## src/rtl/ahb_lite_pkg.sv

```systemverilog
// Shared AHB-Lite encodings, copy-master and port state types, and an address helper.
package ahb_lite_pkg;

  localparam logic [1:0]  HTRANS_IDLE     = 2'b00;
  localparam logic [1:0]  HTRANS_NONSEQ   = 2'b10;
  localparam logic [2:0]  HSIZE_WORD      = 3'b010;
  localparam logic [2:0]  HBURST_SINGLE   = 3'b000;
  localparam logic [3:0]  HPROT_DATA_PRIV = 4'b0011;
  localparam logic        HRESP_OKAY      = 1'b0;
  localparam logic        HRESP_ERROR     = 1'b1;
  localparam logic [31:0] WORD_BYTES      = 32'd4;

  typedef enum logic [2:0] {
    ST_IDLE,
    ST_RD_ADDR,
    ST_RD_DATA,
    ST_WR_ADDR,
    ST_WR_DATA,
    ST_FINISH
  } copy_state_t;

  typedef enum logic [1:0] {
    PH_IDLE,
    PH_ADDR,
    PH_DATA
  } port_phase_t;

  function automatic logic [31:0] word_align(input logic [31:0] a);
    return a & 32'hFFFF_FFFC;
  endfunction

endpackage

```

## src/rtl/ahb_lite_master_port.sv

```systemverilog
// Single-transfer AHB-Lite master port: one NONSEQ address phase, then one data phase.
// Address/control are registered and held through HREADY=0; ack pulses on the data-phase completion cycle.
module ahb_lite_master_port
  import ahb_lite_pkg::*;
(
  input  logic        HCLK,
  input  logic        HRESETn,
  input  logic        req,
  input  logic        we,
  input  logic [31:0] addr,
  input  logic [31:0] wdata,
  output logic        addr_done,
  output logic        ack,
  output logic        err,
  output logic        resp_err,
  output logic [31:0] rdata,
  output logic [31:0] HADDR,
  output logic [1:0]  HTRANS,
  output logic [2:0]  HSIZE,
  output logic [2:0]  HBURST,
  output logic [3:0]  HPROT,
  output logic        HMASTLOCK,
  output logic        HWRITE,
  output logic [31:0] HWDATA,
  input  logic        HREADY,
  input  logic [31:0] HRDATA,
  input  logic        HRESP
);

  port_phase_t phase, phase_nxt;
  logic        launch;

  assign HSIZE     = HSIZE_WORD;
  assign HBURST    = HBURST_SINGLE;
  assign HPROT     = HPROT_DATA_PRIV;
  assign HMASTLOCK = 1'b0;

  assign addr_done = (phase == PH_ADDR) && HREADY;
  assign ack       = (phase == PH_DATA) && HREADY;
  assign err       = (HRESP == HRESP_ERROR);
  assign resp_err  = (phase == PH_DATA) && (HRESP == HRESP_ERROR);
  assign rdata     = HRDATA;
  // A new request is taken when idle or back-to-back with the completing data phase.
  assign launch    = req && ((phase == PH_IDLE) || ack);

  always_ff @(posedge HCLK or negedge HRESETn) begin
    if (!HRESETn) phase <= PH_IDLE;
    else          phase <= phase_nxt;
  end

  always_comb begin
    phase_nxt = phase;
    case (phase)
      PH_IDLE: if (req) phase_nxt = PH_ADDR;
      PH_ADDR: if (HREADY) phase_nxt = PH_DATA;
      PH_DATA: if (HREADY) phase_nxt = req ? PH_ADDR : PH_IDLE;
      default: phase_nxt = PH_IDLE;
    endcase
  end

  always_ff @(posedge HCLK or negedge HRESETn) begin
    if (!HRESETn) begin
      HADDR  <= '0;
      HTRANS <= HTRANS_IDLE;
      HWRITE <= 1'b0;
      HWDATA <= '0;
    end else if (launch) begin
      HADDR  <= addr;
      HTRANS <= HTRANS_NONSEQ;
      HWRITE <= we;
    end else if (addr_done) begin
      HTRANS <= HTRANS_IDLE;
      HWRITE <= 1'b0;
      if (HWRITE) HWDATA <= wdata;
    end
  end

endmodule

```

## src/rtl/ahb_lite_copy_master.sv

```systemverilog
// Block-copy AHB-Lite initiator: read word, write word, repeat; 4 cycles/word with zero waits.
// Stalls on HREADY=0 and aborts the copy on an ERROR response.
module ahb_lite_copy_master
  import ahb_lite_pkg::*;
#(
  parameter int COUNT_WIDTH = 16
) (
  input  logic                   HCLK,
  input  logic                   HRESETn,
  input  logic                   start,
  input  logic [31:0]            srcAddr,
  input  logic [31:0]            dstAddr,
  input  logic [COUNT_WIDTH-1:0] wordCount,
  output logic                   busy,
  output logic                   done,
  output logic                   error,
  output logic [31:0]            errAddr,
  output logic [31:0]            HADDR,
  output logic [1:0]             HTRANS,
  output logic [2:0]             HSIZE,
  output logic [2:0]             HBURST,
  output logic [3:0]             HPROT,
  output logic                   HMASTLOCK,
  output logic                   HWRITE,
  output logic [31:0]            HWDATA,
  input  logic                   HREADY,
  input  logic [31:0]            HRDATA,
  input  logic                   HRESP
);

  copy_state_t            state, state_nxt;
  logic [31:0]            src, dst, buffer;
  logic [COUNT_WIDTH-1:0] remaining;
  logic                   req, we;
  logic [31:0]            req_addr;
  logic                   addr_done, ack, port_err, resp_err;
  logic [31:0]            rdata;
  logic                   accept_start, abort, in_data;

  assign accept_start = (state == ST_IDLE) && start;
  assign in_data      = (state == ST_RD_DATA) || (state == ST_WR_DATA);
  assign abort        = in_data && ack && port_err;

  ahb_lite_master_port u_port (
    .HCLK      (HCLK),
    .HRESETn   (HRESETn),
    .req       (req),
    .we        (we),
    .addr      (req_addr),
    .wdata     (buffer),
    .addr_done (addr_done),
    .ack       (ack),
    .err       (port_err),
    .resp_err  (resp_err),
    .rdata     (rdata),
    .HADDR     (HADDR),
    .HTRANS    (HTRANS),
    .HSIZE     (HSIZE),
    .HBURST    (HBURST),
    .HPROT     (HPROT),
    .HMASTLOCK (HMASTLOCK),
    .HWRITE    (HWRITE),
    .HWDATA    (HWDATA),
    .HREADY    (HREADY),
    .HRDATA    (HRDATA),
    .HRESP     (HRESP)
  );

  always_ff @(posedge HCLK or negedge HRESETn) begin
    if (!HRESETn) state <= ST_IDLE;
    else          state <= state_nxt;
  end

  // Requests are issued in the cycle the previous phase completes so the port registers them without a bubble.
  always_comb begin
    state_nxt = state;
    req       = 1'b0;
    we        = 1'b0;
    req_addr  = src;
    case (state)
      ST_IDLE: if (start) begin
        if (wordCount == '0) begin
          state_nxt = ST_FINISH;
        end else begin
          state_nxt = ST_RD_ADDR;
          req       = 1'b1;
          req_addr  = word_align(srcAddr);
        end
      end
      ST_RD_ADDR: if (addr_done) state_nxt = ST_RD_DATA;
      ST_RD_DATA: if (ack) begin
        if (port_err) begin
          state_nxt = ST_FINISH;
        end else begin
          state_nxt = ST_WR_ADDR;
          req       = 1'b1;
          we        = 1'b1;
          req_addr  = dst;
        end
      end
      ST_WR_ADDR: if (addr_done) state_nxt = ST_WR_DATA;
      ST_WR_DATA: if (ack) begin
        if (port_err || remaining == COUNT_WIDTH'(1)) begin
          state_nxt = ST_FINISH;
        end else begin
          state_nxt = ST_RD_ADDR;
          req       = 1'b1;
          req_addr  = src + WORD_BYTES;
        end
      end
      ST_FINISH: state_nxt = ST_IDLE;
      default:   state_nxt = ST_IDLE;
    endcase
  end

  always_ff @(posedge HCLK or negedge HRESETn) begin
    if (!HRESETn) begin
      src       <= '0;
      dst       <= '0;
      remaining <= '0;
      buffer    <= '0;
      busy      <= 1'b0;
      done      <= 1'b0;
      error     <= 1'b0;
      errAddr   <= '0;
    end else begin
      busy  <= (state_nxt != ST_IDLE);
      done  <= (state_nxt == ST_FINISH);
      error <= abort;
      if (accept_start) begin
        src       <= word_align(srcAddr);
        dst       <= word_align(dstAddr);
        remaining <= wordCount;
        errAddr   <= '0;
      end
      if (resp_err && state == ST_RD_DATA) errAddr <= src;
      if (resp_err && state == ST_WR_DATA) errAddr <= dst;
      if (state == ST_RD_DATA && ack && !port_err) buffer <= rdata;
      if (state == ST_WR_DATA && ack && !port_err) begin
        src       <= src + WORD_BYTES;
        dst       <= dst + WORD_BYTES;
        remaining <= remaining - COUNT_WIDTH'(1);
      end
    end
  end

endmodule

```

## config.mk

```make
export PLATFORM = sky130hd
export DESIGN_NAME = ahb_lite_copy_master
export DESIGN_NICKNAME = d
export VERILOG_FILES = /design/src/rtl/ahb_lite_pkg.sv /design/src/rtl/ahb_lite_master_port.sv /design/src/rtl/ahb_lite_copy_master.sv
export SDC_FILE = /design/constraint.sdc
export NUM_CORES = 1
export LEC_CHECK = 0
export CORE_UTILIZATION = 58
export CTS_BUF_LIST = sky130_fd_sc_hd__clkbuf_4
export DETAILED_ROUTE_END_ITERATION = 8
export PLACE_DENSITY = 0.88
export RECOVER_POWER = 100
export SYNTH_ARGS = -nofsm -noshare
export SYNTH_HDL_FRONTEND = slang
export SYNTH_HIERARCHICAL = 1
export SYNTH_SLANG_ARGS = --single-unit
```

## constraint.sdc

```tcl
create_clock -name HCLK -period 8.38 [get_ports HCLK]
set_input_delay 1.257 -clock HCLK [delete_from_list [all_inputs] [get_ports HCLK]]
set_output_delay 1.257 -clock HCLK [all_outputs]
set_load 0.005 [all_outputs]
```

# Word-level counts from Yosys, hierarchy flattened
# Cells that the tools add are included.
# op_classes
n_reduce_logical	26
eq_ne	11
add_sub_neg	3
n_mux	42
bitwise	1
# op_table
op	n
two-way mux 32 bit	13
one-hot mux 32 bit (3 select lines)	1
adder 32 x 3 -> 32 bit, second input constant	2
two-way mux 16 bit	2
two-way mux 3 bit	8
== test 16 x 1 -> 1 bit, second input constant	1
zero test 16 bit	1
subtractor 16 x 1 -> 16 bit, second input constant	1
one-hot mux 3 bit (5 select lines)	1
logical AND 1 bit	13
two-way mux 1 bit	10
two-way mux 2 bit	5
== test 3 x 2 -> 1 bit, second input constant	2
== test 3 bit, second input constant	2
one-hot mux 2 bit (3 select lines)	1
AND reduction 3 bit	2
nonzero test 3 bit	2
!= test 2 bit, second input constant	2
nonzero test 2 bit	2
== test 3 x 1 -> 1 bit, second input constant	1
zero test 3 bit	1
logical OR 1 bit	3
one-hot mux 1 bit (3 select lines)	1
== test 2 x 1 -> 1 bit, second input constant	1
other kinds (5)	5
# totals
out_inout_bits	113
wordCells	97
reg_bits	219

# Longest topological paths before layout
# depth
depth_word	8
mapped_depth	11
depth_no_buf	9

# Modules after synthesis
# Netlist, hierarchy kept.
# by_module_without_submodules
module	instances	area_per_inst_um2	cells_each	seq_area_each_um2
ahb_lite_copy_master	1	8558.2	920	3628.5
ahb_lite_master_port	1	2984.1	205	1701.6

# Worst setup path after synthesis
# OpenSTA, ideal clock, no wires.
# synth_path
kind	input to register
from	in HREADY
to	reg u_port.HADDR[16]
path_stages	10
setup_time_ns	0.125
n_path_buf	3
t_arrival_ns	3.409
setup_slack_ns	4.847
path_cell_list	and3b_1 > nor2b_1 > buf_2 > nand4b_1 > a21oi_1 > buf_2 > nand2b_1 > nor2_4 > buf_6 > mux2_2
# synth_via
elab_chain_len	4
word_cells_on_any_way	9
# synth_lines
item	line_no	rtl
from (decl)	ahb_lite_copy_master.sv:26	input logic HREADY,
logical AND 1 bit *	ahb_lite_master_port.sv:39	assign ack = (phase == PH_DATA) && HREADY;
two-way mux 1 bit (on tied branches)	ahb_lite_copy_master.sv:102, ahb_lite_copy_master.sv:91	
one-hot mux 1 bit (3 select lines) *	ahb_lite_copy_master.sv:80	case (state)
net req	ahb_lite_copy_master.sv:34	logic req, we;
logical AND 1 bit *	ahb_lite_master_port.sv:44	assign launch = req && ((phase == PH_IDLE) || ack);
to (signal assigned)	ahb_lite_master_port.sv:68	HADDR <= addr;
to (decl)	ahb_lite_master_port.sv:17	output logic [31:0] HADDR,
# Mark *: on every way through the listed nets, which the timed path passes. The rest lies on a longest branch.
# A chain may end at the register's enable or synchronous reset.

# Worst setup path in the final report
# layout_path
from	in HREADY
to	reg u_port.HADDR[14]
# layout_via
word_cells_on_any_way	9
# layout_lines
item	line_no	rtl
logical AND 1 bit *	ahb_lite_master_port.sv:39	
net ack	ahb_lite_copy_master.sv:36	logic addr_done, ack, port_err, resp_err;
two-way mux 32 bit (on tied branches)	ahb_lite_copy_master.sv:102, ahb_lite_copy_master.sv:91	
one-hot mux 32 bit (3 select lines) *	ahb_lite_copy_master.sv:80	
net req_addr[14]	ahb_lite_copy_master.sv:35	logic [31:0] req_addr;
# Marks and branches as above.

==> metrics.md <==
| Metric | Value |
|---|---|
| Outcome | complete, but fails checks |
| Violations in the final reports | capacitance limit, slew limit |
| Library cell occupying the most area in the post-synthesis netlist | sky130_fd_sc_hd__dfrtp_1 |
| Met3 usage in global routing | 11.4% |
| Clock tree from TritonCTS | yes |
| Hold path endpoint | errAddr[7] |
| Clock slew at the register clock pins of the worst setup and hold paths | 0.07 ns |
| Worst EP required | 8.97 ns |
| Maximum clock insertion buffer count | 3 |
| Total overflow reported by the global router | 0 |
| GRT busiest layer | met2 |
| Dominant cell by count in the synthesized netlist | sky130_fd_sc_hd__dfrtp_1 |
| Post-synthesis async set-or-reset flop share | 100% |
| Number of placed I/O pins | 230 |
| Worst slew pin tran | 4.68 ns |
| Clock latency at the later pin of the worst-skew pair | 0.68 ns |
| Initial antenna violation count | 2 |
| Start of the worst register-to-register path | u_port/phase[0] |
| Number of H-tree branching levels | 2 |
| Number of buffer cells added on primary ports | 213 |
| Top area cells in the synthesized netlist | sky130_fd_sc_hd__dfrtp_1 46%, sky130_fd_sc_hd__mux2_2 8.7%, sky130_fd_sc_hd__a222oi_1 3.4%, sky130_fd_sc_hd__buf_4 3.3%, sky130_fd_sc_hd__nand2_1 2.3% |
| Detail-routed via count per cell | 6.56 |
| Endpoint of the lowest-slack register-to-register path | u_port/HADDR[14] |
| Clock skew | 0.0314 ns |
| Setup slack on the worst flop-to-flop path | 3.36 ns |
| Number of DRC markers after the initial detailed-route iteration | 1280 |
| Most numerous cell on the critical path | sky130_fd_sc_hd__clkbuf_1 |
| Total standard cell area after synthesis | 11500 µm² |
| Critical-path top delay cell | sky130_fd_sc_hd__clkbuf_1 |
| Worst supply voltage drop on vdd | 0.000196 V |
| Unrepaired setup endpoints after global routing | false |
| Launching element type of the critical path | primary input |
| Height of the chip | 143 µm |
| Average wire per standard cell | 21.1 µm |
| Critical path arrival | 6.30 ns |
| Fraction of final layout cells with drive strength greater than 1 | 15.3% |
| Hold Path Stages | 2 |
| Count of maximum capacitance violations | 5 |
| Number of buffers inserted by post-CTS setup repair | 0 |
| Total GRT Usage | 33.5% |
| Max-slew violation count | 262 |
| Starting density of the core | 59.3% |
| FP Rows | 51 |
| GRT met2 Usage | 51.5% |
| Pre-antenna DRT Iters | 9 |
| Met1 Resource Use GR | 42.8% |
| Post-synthesis sequential area ratio | 46.2% |
| Final-report setup violation count | 0 |
| Post-cts resize count | 0 |
| Maximum fanout along the worst path | 45 |
| Maximum number of pins on one net before global-route repair | 88 |
| Count of clock tree sinks | 213 |
| Hold Slack | 0.486 ns |
| Gate count after technology mapping | 1125 |
| Portion of synthesized cell area occupied by the leading cell type | 46.2% |
| Final routed wirelength across all metal layers | 33700 µm |
| CP Capture Type | register |
| Final sum of negative setup slack | 0 ns |
| Nets@finish | 1418 |
| Final Hold Vio Count | 0 |
| Number of global-route vias before repair | 10300 |
| Power density over cell area | 316 nW/µm² |
| Stage delay of the slowest cell on the critical path | 1.88 ns |
| Worst reg-to-reg path cell count | 8 |
| Worst min-delay path class | register to register |
| Placeable Area | 19500 µm² |
| Worst slew margin | -212% |
| Yosys synthesis warning count | 6 |
| Area added between synthesis and finish | 22.0% |
| Post-route minimum period | 5.71 ns |
| Lkg Pwr | 6.41 nW |
| Number of distinct library cells after synthesis | 83 |
| Ratio of final minimum period to clock period | 68.1% |
| Critical path cell sequence | dlygate4sd3_1 -> and3b_1 -> nor2b_1 -> clkbuf_1 -> and3_1 -> clkbuf_1 -> a222oi_1 -> o211ai_1 -> mux2_2 |
| Main synth FF type | sky130_fd_sc_hd__dfrtp_1 |
| First-pass GRT wire length | 52900 µm |
| Hold buffers post-CTS | 0 |
| CP bufs+invs | 3 |
| Count of unresolved DRC violations after routing | 0 |
| Clock buffer count from CTS | 54 |
| Synth top cells by count | 213 x sky130_fd_sc_hd__dfrtp_1, 89 x sky130_fd_sc_hd__mux2_2, 70 x sky130_fd_sc_hd__nand2_1, 67 x sky130_fd_sc_hd__inv_1 |
| HP Start | errAddr[7] |
| Sum of net half-perimeters after detailed placement | 22900 µm |
| Overall power consumption | 4.45 mW |
| Post-synthesis sequential element count | 213 |
| Root buffer cell | sky130_fd_sc_hd__clkbuf_4 |
| Die boundary width | 143 µm |
| Post-DRT Antenna Nets | 0 |
| Average instance area after synthesis | 10.3 µm² |
| Class of the most critical setup path | primary input to register |
| EDFF count, synth | 0 |
| DR vias | 10500 |
| Die footprint | 20500 µm² |
| Delay-heaviest family, CP | buffers and inverters |
| Maximum clock rate | 0.175 GHz |
| Global placement routability congestion | 0.922 |
==> placed cells by master, fill, tap and decap left out, drive strengths merged, types with 5 or more instances in the layout <==
cell type / count
inv: 67
buf: 7
nor3: 27
o31a: 8
or3: 12
conb: 14
mux2: 97
nand2b: 6
o211ai: 31
nand4: 21
nor2b: 5
dfrtp: 213
nor2: 48
dlygate4sd3: 104
or4: 8
o21ai: 38
a21oi: 50
a211oi: 14
a222oi: 39
a32oi: 5
nand3: 34
and2: 13
a21o: 7
clkinv: 9
a22oi: 14
a311oi: 7
clkdlybuf4s50: 108
and3: 17
o221a: 5
nand2: 72
clkbuf: 88
nor4: 15
o22ai: 11
a221oi: 13
a221o: 16
o311ai: 10
mux2i: 11
==> worst max-delay path by stage <==
stage	from	end	depth (start not counted)
after floorplan	HREADY	u_port/HADDR[16]	10
after global placement	HREADY	u_port/HADDR[25]	10
after detailed placement	HREADY	u_port/HADDR[18]	10
after CTS	HREADY	u_port/HADDR[18]	10
after global routing	HREADY	u_port/HADDR[14]	9
final	HREADY	u_port/HADDR[14]	9
==> sequential cells by signal, indices dropped and copies added (netlist names) <==
signal         flops
error              1
buffer            32
remaining         16
errAddr           31
u_port/HTRANS      1
u_port/phase       2
u_port/HWDATA     32
state              3
done               1
dst               30
u_port/HADDR      32
busy               1
u_port/HWRITE      1
src               30
==> power by group <==
| group | internal [mW] | total [mW] | switching [mW] | leakage (nW) |
|---|---|---|---|---|
| sequential | 1.42 | 1.90 | 0.477 | 2.73 |
| combinational | 0.825 | 1.61 | 0.786 | 3.26 |
| clock | 0.515 | 0.936 | 0.421 | 0.418 |
==> tightest hold or removal path, delay by kind of cell, from the launching register on <==
kind,cells,cell delay [ns]
buf+inv,1,0.06
flops,1,0.34
compound gates,1,0.06
==> kinds of logic (layout without fill, tap and decap cells) <==
kind of cell | count (synthesis) | count (layout) | share of synthesized area, %
AOI/OAI and AO/OA | 304 | 304 | 20.0
xor gates and xnor gates | 2 | 2 | 0.152
adders and majority gates | 4 | 4 | 0.434
buffers and inverters | 191 | 386 | 8.59
DFF | 213 | 213 | 46.2
muxes | 108 | 108 | 10.5
other | 3 | 15 | 0.0976
and+or+nand+nor | 300 | 300 | 14.1
==> per-layer routing <==
metal	routed length, µm	part of all wire [%]
met5	13	0.039
met4	1290	3.8
met3	4620	14
met2	15300	45
met1	12500	37
==> layout make-up <==
| class | instances | area, µm² |
|---|---|---|
| antenna | 1 | 2.50 |
| clock buffer | 78 | 586 |
| clock inverter | 12 | 129 |
| fill | 1411 | 5380 |
| inverter | 67 | 251 |
| multi-input combinational | 732 | 5240 |
| sequential | 213 | 5330 |
| tap | 265 | 332 |
| timing repair buffer | 229 | 2210 |
==> metrics by stage <==
stage	cell area (µm²)	utilization [%]	setup slack (ns)	std cells
floorplan	11600	-	4.85	1136
global placement	13400	69.1	3.69	1506
detailed placement	13400	69.1	3.61	1506
CTS	14200	72.8	4.32	1596
global route	14100	72.4	2.39	1597
finish	14100	72.4	2.67	1597
Power figures use the tool's default switching activity.
